<file path="src/rtl/mult_pkg.sv">
// Shared constants for the sequential MULTU path; also used by the ID-stage decode.
package mult_pkg;
  localparam int N_ITER = 32;
  localparam int CNT_W  = 5;

  typedef enum logic [1:0] {
    S_IDLE = 2'd0,
    S_RUN  = 2'd1,
    S_DONE = 2'd2
  } state_t;
endpackage

</file>
<file path="src/rtl/mult_seq_ctrl_if.sv">
// Operand/result handshake bundle between the ID/EX latch, the multiplier and HI/LO write-back.
interface mult_seq_ctrl_if;
  logic        in_valid;
  logic        in_ready;
  logic [31:0] mcand;
  logic [31:0] mplier;
  logic        kill;
  logic        out_valid;
  logic        out_ready;
  logic        busy;
  logic [31:0] hi;
  logic [31:0] lo;

  modport master (
    output in_valid, mcand, mplier, kill, out_ready,
    input  in_ready, out_valid, busy, hi, lo
  );

  modport slave (
    input  in_valid, mcand, mplier, kill, out_ready,
    output in_ready, out_valid, busy, hi, lo
  );
endinterface

</file>
<file path="src/rtl/mult_seq_ctrl_adder_32.sv">
// 32-bit combinational ripple adder, sum only; carry-out is deliberately not exported.
module adder_32 (
  input  logic [31:0] a,
  input  logic [31:0] b,
  output logic [31:0] z
);
  logic [31:0] cy;

  assign cy[0] = 1'b0;

  genvar i;
  generate
    for (i = 0; i < 32; i++) begin : g_bit
      assign z[i] = a[i] ^ b[i] ^ cy[i];
      if (i < 31) begin : g_cy
        assign cy[i+1] = (a[i] & b[i]) | (cy[i] & (a[i] ^ b[i]));
      end
    end
  endgenerate
endmodule

</file>
<file path="src/rtl/mult_seq_ctrl.sv">
// Iterative 32x32 unsigned shift-add multiplier (MULTU) producing HI/LO over 32 cycles.
module mult_seq_ctrl
  import mult_pkg::*;
(
  input  logic            clk,
  input  logic            rst,
  mult_seq_ctrl_if.slave  bus
);
  state_t             state, state_nx;
  logic [CNT_W-1:0]   cnt;
  logic [31:0]        mc_r, hi_r, lo_r;
  logic [31:0]        add_b, sum;
  logic               carry;
  logic               load, step;

  adder_32 u_add (
    .a (hi_r),
    .b (add_b),
    .z (sum)
  );

  assign add_b = lo_r[0] ? mc_r : '0;
  // Adder drops carry-out; recover it from the operand and sum MSBs.
  assign carry = (hi_r[31] & add_b[31]) | ((hi_r[31] | add_b[31]) & ~sum[31]);

  always_ff @(posedge clk) begin
    if (rst) state <= S_IDLE;
    else     state <= state_nx;
  end

  always_comb begin
    state_nx = state;
    load     = 1'b0;
    step     = 1'b0;
    case (state)
      S_IDLE: if (bus.in_valid) begin
        load     = 1'b1;
        state_nx = S_RUN;
      end
      S_RUN: begin
        step = 1'b1;
        if (cnt == CNT_W'(N_ITER - 1)) state_nx = S_DONE;
      end
      S_DONE: if (bus.out_ready) state_nx = S_IDLE;
      default: state_nx = S_IDLE;
    endcase
    if (bus.kill) begin
      state_nx = S_IDLE;
      load     = 1'b0;
      step     = 1'b0;
    end
  end

  always_ff @(posedge clk) begin
    if (rst) begin
      mc_r <= '0;
      hi_r <= '0;
      lo_r <= '0;
      cnt  <= '0;
    end else if (load) begin
      mc_r <= bus.mcand;
      hi_r <= '0;
      lo_r <= bus.mplier;
      cnt  <= '0;
    end else if (step) begin
      hi_r <= {carry, sum[31:1]};
      lo_r <= {sum[0], lo_r[31:1]};
      cnt  <= cnt + CNT_W'(1);
    end
  end

  assign bus.in_ready  = (state == S_IDLE);
  assign bus.busy      = (state == S_RUN);
  assign bus.out_valid = (state == S_DONE);
  assign bus.hi        = hi_r;
  assign bus.lo        = lo_r;
endmodule

</file>
<file path="src/flat_wrapper.sv">
// flat-port wrapper written by rule: the top's interface ports become plain ports
module mult_seq_ctrl_flat import mult_pkg::*;
  (clk, rst, bus_in_valid, bus_mcand, bus_mplier, bus_kill, bus_out_ready, bus_in_ready, bus_out_valid, bus_busy, bus_hi, bus_lo);
  mult_seq_ctrl_if bus_i ();
  input  logic clk;
  input  logic rst;
  input wire logic [$bits(bus_i.in_valid)-1:0] bus_in_valid;
  input wire logic [$bits(bus_i.mcand)-1:0] bus_mcand;
  input wire logic [$bits(bus_i.mplier)-1:0] bus_mplier;
  input wire logic [$bits(bus_i.kill)-1:0] bus_kill;
  input wire logic [$bits(bus_i.out_ready)-1:0] bus_out_ready;
  output wire logic [$bits(bus_i.in_ready)-1:0] bus_in_ready;
  output wire logic [$bits(bus_i.out_valid)-1:0] bus_out_valid;
  output wire logic [$bits(bus_i.busy)-1:0] bus_busy;
  output wire logic [$bits(bus_i.hi)-1:0] bus_hi;
  output wire logic [$bits(bus_i.lo)-1:0] bus_lo;
  assign bus_i.in_valid = bus_in_valid;
  assign bus_i.mcand = bus_mcand;
  assign bus_i.mplier = bus_mplier;
  assign bus_i.kill = bus_kill;
  assign bus_i.out_ready = bus_out_ready;
  assign bus_in_ready = bus_i.in_ready;
  assign bus_out_valid = bus_i.out_valid;
  assign bus_busy = bus_i.busy;
  assign bus_hi = bus_i.hi;
  assign bus_lo = bus_i.lo;
  mult_seq_ctrl u_core (.clk(clk), .rst(rst), .bus(bus_i));
endmodule
</file>
<file path="config.mk">
export PLATFORM = sky130hd
export DESIGN_NAME = mult_seq_ctrl_flat
export DESIGN_NICKNAME = d
export VERILOG_FILES = /design/src/rtl/mult_pkg.sv /design/src/rtl/mult_seq_ctrl_if.sv /design/src/rtl/mult_seq_ctrl_adder_32.sv /design/src/rtl/mult_seq_ctrl.sv /design/src/flat_wrapper.sv
export SDC_FILE = /design/constraint.sdc
export NUM_CORES = 1
export LEC_CHECK = 0
export ABC_AREA = 0
export CORE_MARGIN = 3
export CORE_UTILIZATION = 43
export DETAILED_ROUTE_END_ITERATION = 8
export GPL_TIMING_DRIVEN = 0
export PLACE_DENSITY = 0.76
export SYNTH_ARGS = -nofsm -noshare
export SYNTH_HDL_FRONTEND = slang
export SYNTH_SLANG_ARGS = --single-unit
</file>
<file path="constraint.sdc">
create_clock -name clk -period 11.5 [get_ports clk]
set_clock_uncertainty 0.15 [all_clocks]
set_input_delay 2.3 -clock clk [delete_from_list [all_inputs] [get_ports clk]]
set_output_delay 2.3 -clock clk [all_outputs]
set_load 0.05 [all_outputs]
</file>
* Yosys cells after proc, flatten, opt, wreduce, memory -nomap -nowiden
Index checks and enable logic that the tools add are counted. W data, S select, Z words.
Storage, ports and cells: register bits after elaboration 103, input bits 69, output and inout port bits 67, word-level logic and storage cells 188
Operators by class: $add $sub $neg 1, equality and inequality tests 6, mux-type cells 12, bitwise operators 159, reduce and logical (&&, ||, !) cells 5
Operators with widths (count):
- $mux W32 | 3
- $and A1 B1 Y1 | 63
- $xor A1 B1 Y1 | 63
- $or A1 B1 Y1 | 32
- $mux W2 | 3
- $pmux W2 S3 | 1
- $add A5 B1 Y5 const B | 1
- $eq A5 B5 Y1 const B | 1
- $mux W1 | 5
- $ne A2 B2 Y1 const B | 2
- $reduce_or A2 Y1 | 2
- $reduce_and A3 Y1 | 1
- $eq A2 B1 Y1 const B | 1
- $eq A2 B2 Y1 const B | 1
- $logic_not A2 Y1 | 1
- $ne A2 B1 Y1 const B | 1
- $reduce_bool A2 Y1 | 1
- $not A1 Y1 | 1

* Depth between registers and ports, before layout
Gate-level depths: netlist (run 1).
word-level depth 66, mapped depth 40

* Modules after synthesis
Synthesis (run 1) repeated with hierarchy kept, for this count alone.
Unflattened totals: cells, all modules 570, area total of the unflattened synthesis 4962.3 µm²
By module, submodules not included:
- mult_seq_ctrl | instances 1, cells each 533, area each 4306.6 µm²
- adder_32 | instances 1, cells each 37, area each 655.6 µm²

* Worst setup path before layout (run 1)
OpenSTA, ideal clock, no wires.
path type flip-flop to flip-flop, start register u_core.lo_r[0] (netlist: u_core.bus.lo[0]), end register u_core.hi_r[30] (netlist: u_core.bus.hi[30]), setup time 0.086 ns, arrival 12.536 ns, required time 11.264 ns, slack -1.271 ns, cell stages (with the launch flop) 41, path buffers 1, cell sequence dfxtp_1 > clkbuf_1 > and2_1 > ha_1 > inv_1 > fa_1 > fa_1 > inv_1 > fa_1 > fa_1 > fa_1 > fa_1 > fa_1 > fa_1 > fa_1 > fa_1 > fa_1 > fa_1 > [... 5 more ...] > fa_1 > fa_1 > fa_1 > fa_1 > fa_1 > fa_1 > fa_1 > fa_1 > fa_1 > fa_1 > fa_1 > inv_1 > fa_1 > inv_1 > fa_1 > inv_1 > fa_1 > a211oi_1
On the way: cells in the longest elaborated chain, start to end 63, elaborated cells between the ends (all ways) 124, classes of those cells 1 x mux; 123 x bitwise
RTL lines:
- start: declaration | RTL line mult_seq_ctrl.sv:11 | logic [31:0] mc_r, hi_r, lo_r;
- start signal: assignment | RTL line mult_seq_ctrl.sv:63 | lo_r <= bus.mplier;
- start signal: assignment | RTL line mult_seq_ctrl.sv:67 | lo_r <= {sum[0], lo_r[31:1]};
- $mux W32 (*) | RTL line mult_seq_ctrl.sv:22 | assign add_b = lo_r[0] ? mc_r : '0;
- $and A1 B1 Y1 or $xor A1 B1 Y1 (tied branches) | RTL line mult_seq_ctrl_adder_32.sv:16 | assign cy[i+1] = (a[i] & b[i]) | (cy[i] & (a[i] ^ b[i]));
- $and A1 B1 Y1 | RTL line mult_seq_ctrl_adder_32.sv:16
- $or A1 B1 Y1 | RTL line mult_seq_ctrl_adder_32.sv:16
- $and A1 B1 Y1 | RTL line mult_seq_ctrl_adder_32.sv:16
- $or A1 B1 Y1 | RTL line mult_seq_ctrl_adder_32.sv:16
- $and A1 B1 Y1 | RTL line mult_seq_ctrl_adder_32.sv:16
- $or A1 B1 Y1 | RTL line mult_seq_ctrl_adder_32.sv:16
- [... 47 more ...]
- $or A1 B1 Y1 | RTL line mult_seq_ctrl_adder_32.sv:16
- $and A1 B1 Y1 | RTL line mult_seq_ctrl_adder_32.sv:16
- $or A1 B1 Y1 | RTL line mult_seq_ctrl_adder_32.sv:16
- $and A1 B1 Y1 | RTL line mult_seq_ctrl_adder_32.sv:16
- $or A1 B1 Y1 | RTL line mult_seq_ctrl_adder_32.sv:16
- $and A1 B1 Y1 | RTL line mult_seq_ctrl_adder_32.sv:16
- $or A1 B1 Y1 | RTL line mult_seq_ctrl_adder_32.sv:16
- $xor A1 B1 Y1 (*) | RTL line mult_seq_ctrl_adder_32.sv:14 | assign z[i] = a[i] ^ b[i] ^ cy[i];
- end signal: assignment | RTL line mult_seq_ctrl.sv:66 | hi_r <= {carry, sum[31:1]};
- end: declaration | RTL line mult_seq_ctrl.sv:11
Every way passes the cells marked *; elsewhere a longest branch is shown, timed or not. A chain may end at the register's enable or synchronous reset.

* Final worst setup path (run 1)
Same ends and word-level chain as after synthesis.

==> reports/qor.csv, run 1 <==
stage;metric;value;unit
logic_synthesis;synth_adder_area_share;0.138;
placement;port_buffers;135;
logic_synthesis;syn_area_per_cell;8.40;um2
logic_synthesis;yosysWarnings;0;
worst_setup_path;crit_fanout;5;
placement;placed_cell_area;6360;um2
global_routing;grt.total_usage;0.213;
global_routing;grt_max_degree;18;
sta;worst_slew_pin_slew;549;ps
logic_synthesis;syn_area;4760;um2
placement;dpl.cell_count;838;
floorplanning;die-width;111;um
worst_setup_path;slowest_delay;420;ps
logic_synthesis;synthFlopType;dfxtp_1;
sta;setup_tns;-256;ps
logic_synthesis;ys_types;29;
power_and_ir_drop;ir_drop;0.0833;mV
logic_synthesis;synth_seq_area_share;0.433;
sta;hold_viol;0;
power_and_ir_drop;p_leak;2.36;nW
outcome;outcome;complete, but fails checks;
logic_synthesis;synth.area.top_cells;dfxtp_1, fa_1, nand2_1;
worst_setup_path;crit_family;adder cells;
logic_synthesis;synth_top_family_by_area;simple AND/OR/NAND/NOR gates;
clock_tree;clockBufferDepth;2;
global_routing;grt_overflow;0;
layout;fin_area;6580;um2
logic_synthesis;synthMuxAreaShare;0.00210;
sta;fin_crit;11760;ps
floorplanning;core-area;10600;um2
logic_synthesis;synth-xor-area-share;0.00184;
worst_setup_path;cp_data_required_time;11630;ps
layout;syn_to_final_growth;38.3;%
logic_synthesis;synth-edff-count;0;
layout;layout.cells.non_filler;855;
logic_synthesis;synth_top_area_frac;0.433;
layout;nNetsFinal;817;
clock_tree;clkTransAtPathRegs;100;ps
routing;wl;13000;um
worst_setup_path;critical_path_arrival;11890;ps
clock_tree;cts_tree;done;
placement;gp_congestion;0.810;
clock_tree;cts_inserted_buffers;9;
clock_tree;cts.sinks;103;
layout;n_antenna_cell;0;
sta;max_freq;85.1;MHz
logic_synthesis;yosys_register_bits;103;
run;drv_cap;0;
floorplanning;dieArea;12400;um2
routing;antenna_left;0;
sta;setup_viol;1;
logic_synthesis;synthArstFlopShare;0;
routing;drt_iter0_drc;238;
clock_tree;cts-hold-fix-buffers;0;
worst_setup_path;worstSetupStartpointType;flip-flop;
clock_tree;cts-root-buf;clkbuf_8;
routing;firstDrtPassIters;5;
worst_setup_path;worstSetupPathType;flip-flop to flip-flop;
routing;via_per_inst;5.12;
outcome;violations;setup timing;
floorplanning;initial_core_util;0.451;
layout;drive_above_1_share;0.117;
sta;slew_viol_final;0;
worst_setup_path;cp-end-kind;flip-flop;
global_routing;grt_pass1_wl;21800;um
logic_synthesis;synth_compound_area_frac;0.162;
sta;relSlewSlack;0.633;
logic_synthesis;yosysTopAreaCell;dfxtp_1;
sta;finalCritPeriodShare;1.02;
routing;wl_per_cell;15.2;um
sta;rsz0062_at_grt;yes;
worst_setup_path;critical_path.most_common_cell;fa_2;
global_routing;antenna_found_initial;0;
routing;drc_errors;0;
floorplanning;die_y;111;um
clock_tree;htreeDepth;3;
logic_synthesis;postSynthCellCount;567;
min_path;min_path_type;flip-flop to flip-flop;
floorplanning;rows;37;
worst_setup_path;cpMaxStageDelayCell;fa_1;
sta;fin_ws;-256;ps
logic_synthesis;synthSimpleGateAreaFrac;0.211;
routing;via_count;4378;
logic_synthesis;syn-num-nets;670;
clock_tree;clk_latency;360;ps
global_routing;grt_pass1_vias;4453;
worst_setup_path;path_buf_inv;5;
placement;place_hpwl;9780;um
floorplanning;ios;136;
power_and_ir_drop;p_per_area;109;nW/um2
==> where the power goes <==
part	switching [mW]	internal [mW]
Sequential	0.0111	0.371
Clock	0.126	0.0868
Combinational	0.0738	0.0526
==> sequential cells by signal, indices dropped and copies added (netlist names) <==
name	count
u_core.bus.hi	32
u_core.bus.lo	32
u_core.mc_r	32
u_core.state	2
u_core.cnt	5
==> kinds of logic (layout without fill, tap and decap cells) <==
| family | Yosys count | count (layout) |
|---|---|---|
| flops | 103 | 103 |
| buf+inv | 55 | 207 |
| fa+ha+maj | 34 | 34 |
| simple gates | 238 | 238 |
| mux | 1 | 1 |
| xor+xnor | 1 | 1 |
| compound gates | 135 | 135 |
==> worst paths after layout <==
| check | start | depth (start not counted) | endpoint | slack [ps] |
|---|---|---|---|---|
| worst max-delay path | u_core.bus.lo[0]$_SDFFE_PP0P_ | 39 | u_core.bus.hi[30]$_SDFFE_PP0P_ | -260 |
| worst min-delay path | u_core.mc_r[8]$_SDFFE_PP0P_ | 2 | u_core.mc_r[8]$_SDFFE_PP0P_ | 310 |
| worst max register to register | u_core.bus.lo[0]$_SDFFE_PP0P_ | 39 | u_core.bus.hi[30]$_SDFFE_PP0P_ | -260 |
| worst min register to register | u_core.mc_r[8]$_SDFFE_PP0P_ | 2 | u_core.mc_r[8]$_SDFFE_PP0P_ | 310 |
==> Yosys cell counts (all sizes together) (2+ instances only) <==
library cell and n:
nand2 158, dfxtp 103, a21oi 95, nor2 39, a211oi 37, fa 31, and2 28, buf 27
clkbuf 16, inv 12, ha 3, nor2b 2, o21ai 2, or3 2
==> per-layer routing <==
layer,wire length (um),part of all wire,global-route usage,up-vias
met5,0,0,0,-
met2,6160,0.47,0.351,139
met1,5670,0.44,0.274,2075
met4,136,0.010,0.0535,0
met3,1050,0.080,0.0633,12
li1,-,-,-,2152
==> layout make-up <==
type                       count  area (um2)
inverter                      12        45.0
multi-input combinational    409        2550
timing repair buffer         137        1370
buffer                        42         199
sequential                   103        2070
clock inverter                 5        42.5
tap                          136         170
fill                         946        3970
clock buffer                  11         141
==> tightest hold or removal path, cell delays in order, from the launching register on <==
cell     delay [ps]
dfxtp_1         320
nand2_1          50
a21oi_1          50
==> per-stage QoR <==
step                worst slack, ps   util  hold WS [ps]  power, mW
finish                         -256  0.624           310      0.721
global route                   -472  0.624           329      0.752
CTS                            -293  0.621           309      0.727
detailed placement             -481  0.602           294      0.515
global placement               -367  0.602           289      0.512
floorplan                     -98.1      -           282      0.458
==> placed cells by master (no fill, tap or decap), types with 5 or more instances in the layout <==
cell / count
nor2_1: 39
clkbuf_8: 10
buf_2: 24
clkdlybuf4s50_1: 135
a21oi_1: 94
nand2_1: 157
inv_2: 5
a211oi_1: 36
and2_1: 27
clkbuf_1: 16
inv_1: 7
dfxtp_1: 102
fa_2: 30
==> timing repair <==
item                                    in CTS  in global routing
endpoints found under the setup margin       3                  4
resized for setup                            9                  7
pin swaps                                    0                  1
buffers inserted                             1                  1
(Power assumes the default switching activity.)
==> run 2: changes to the inputs <==
Settings changed: CTS_CLUSTER_DIAMETER from default to 50.
==> results of run 2 <==
Final layout, timing and power as in run 1 (identical DEF).
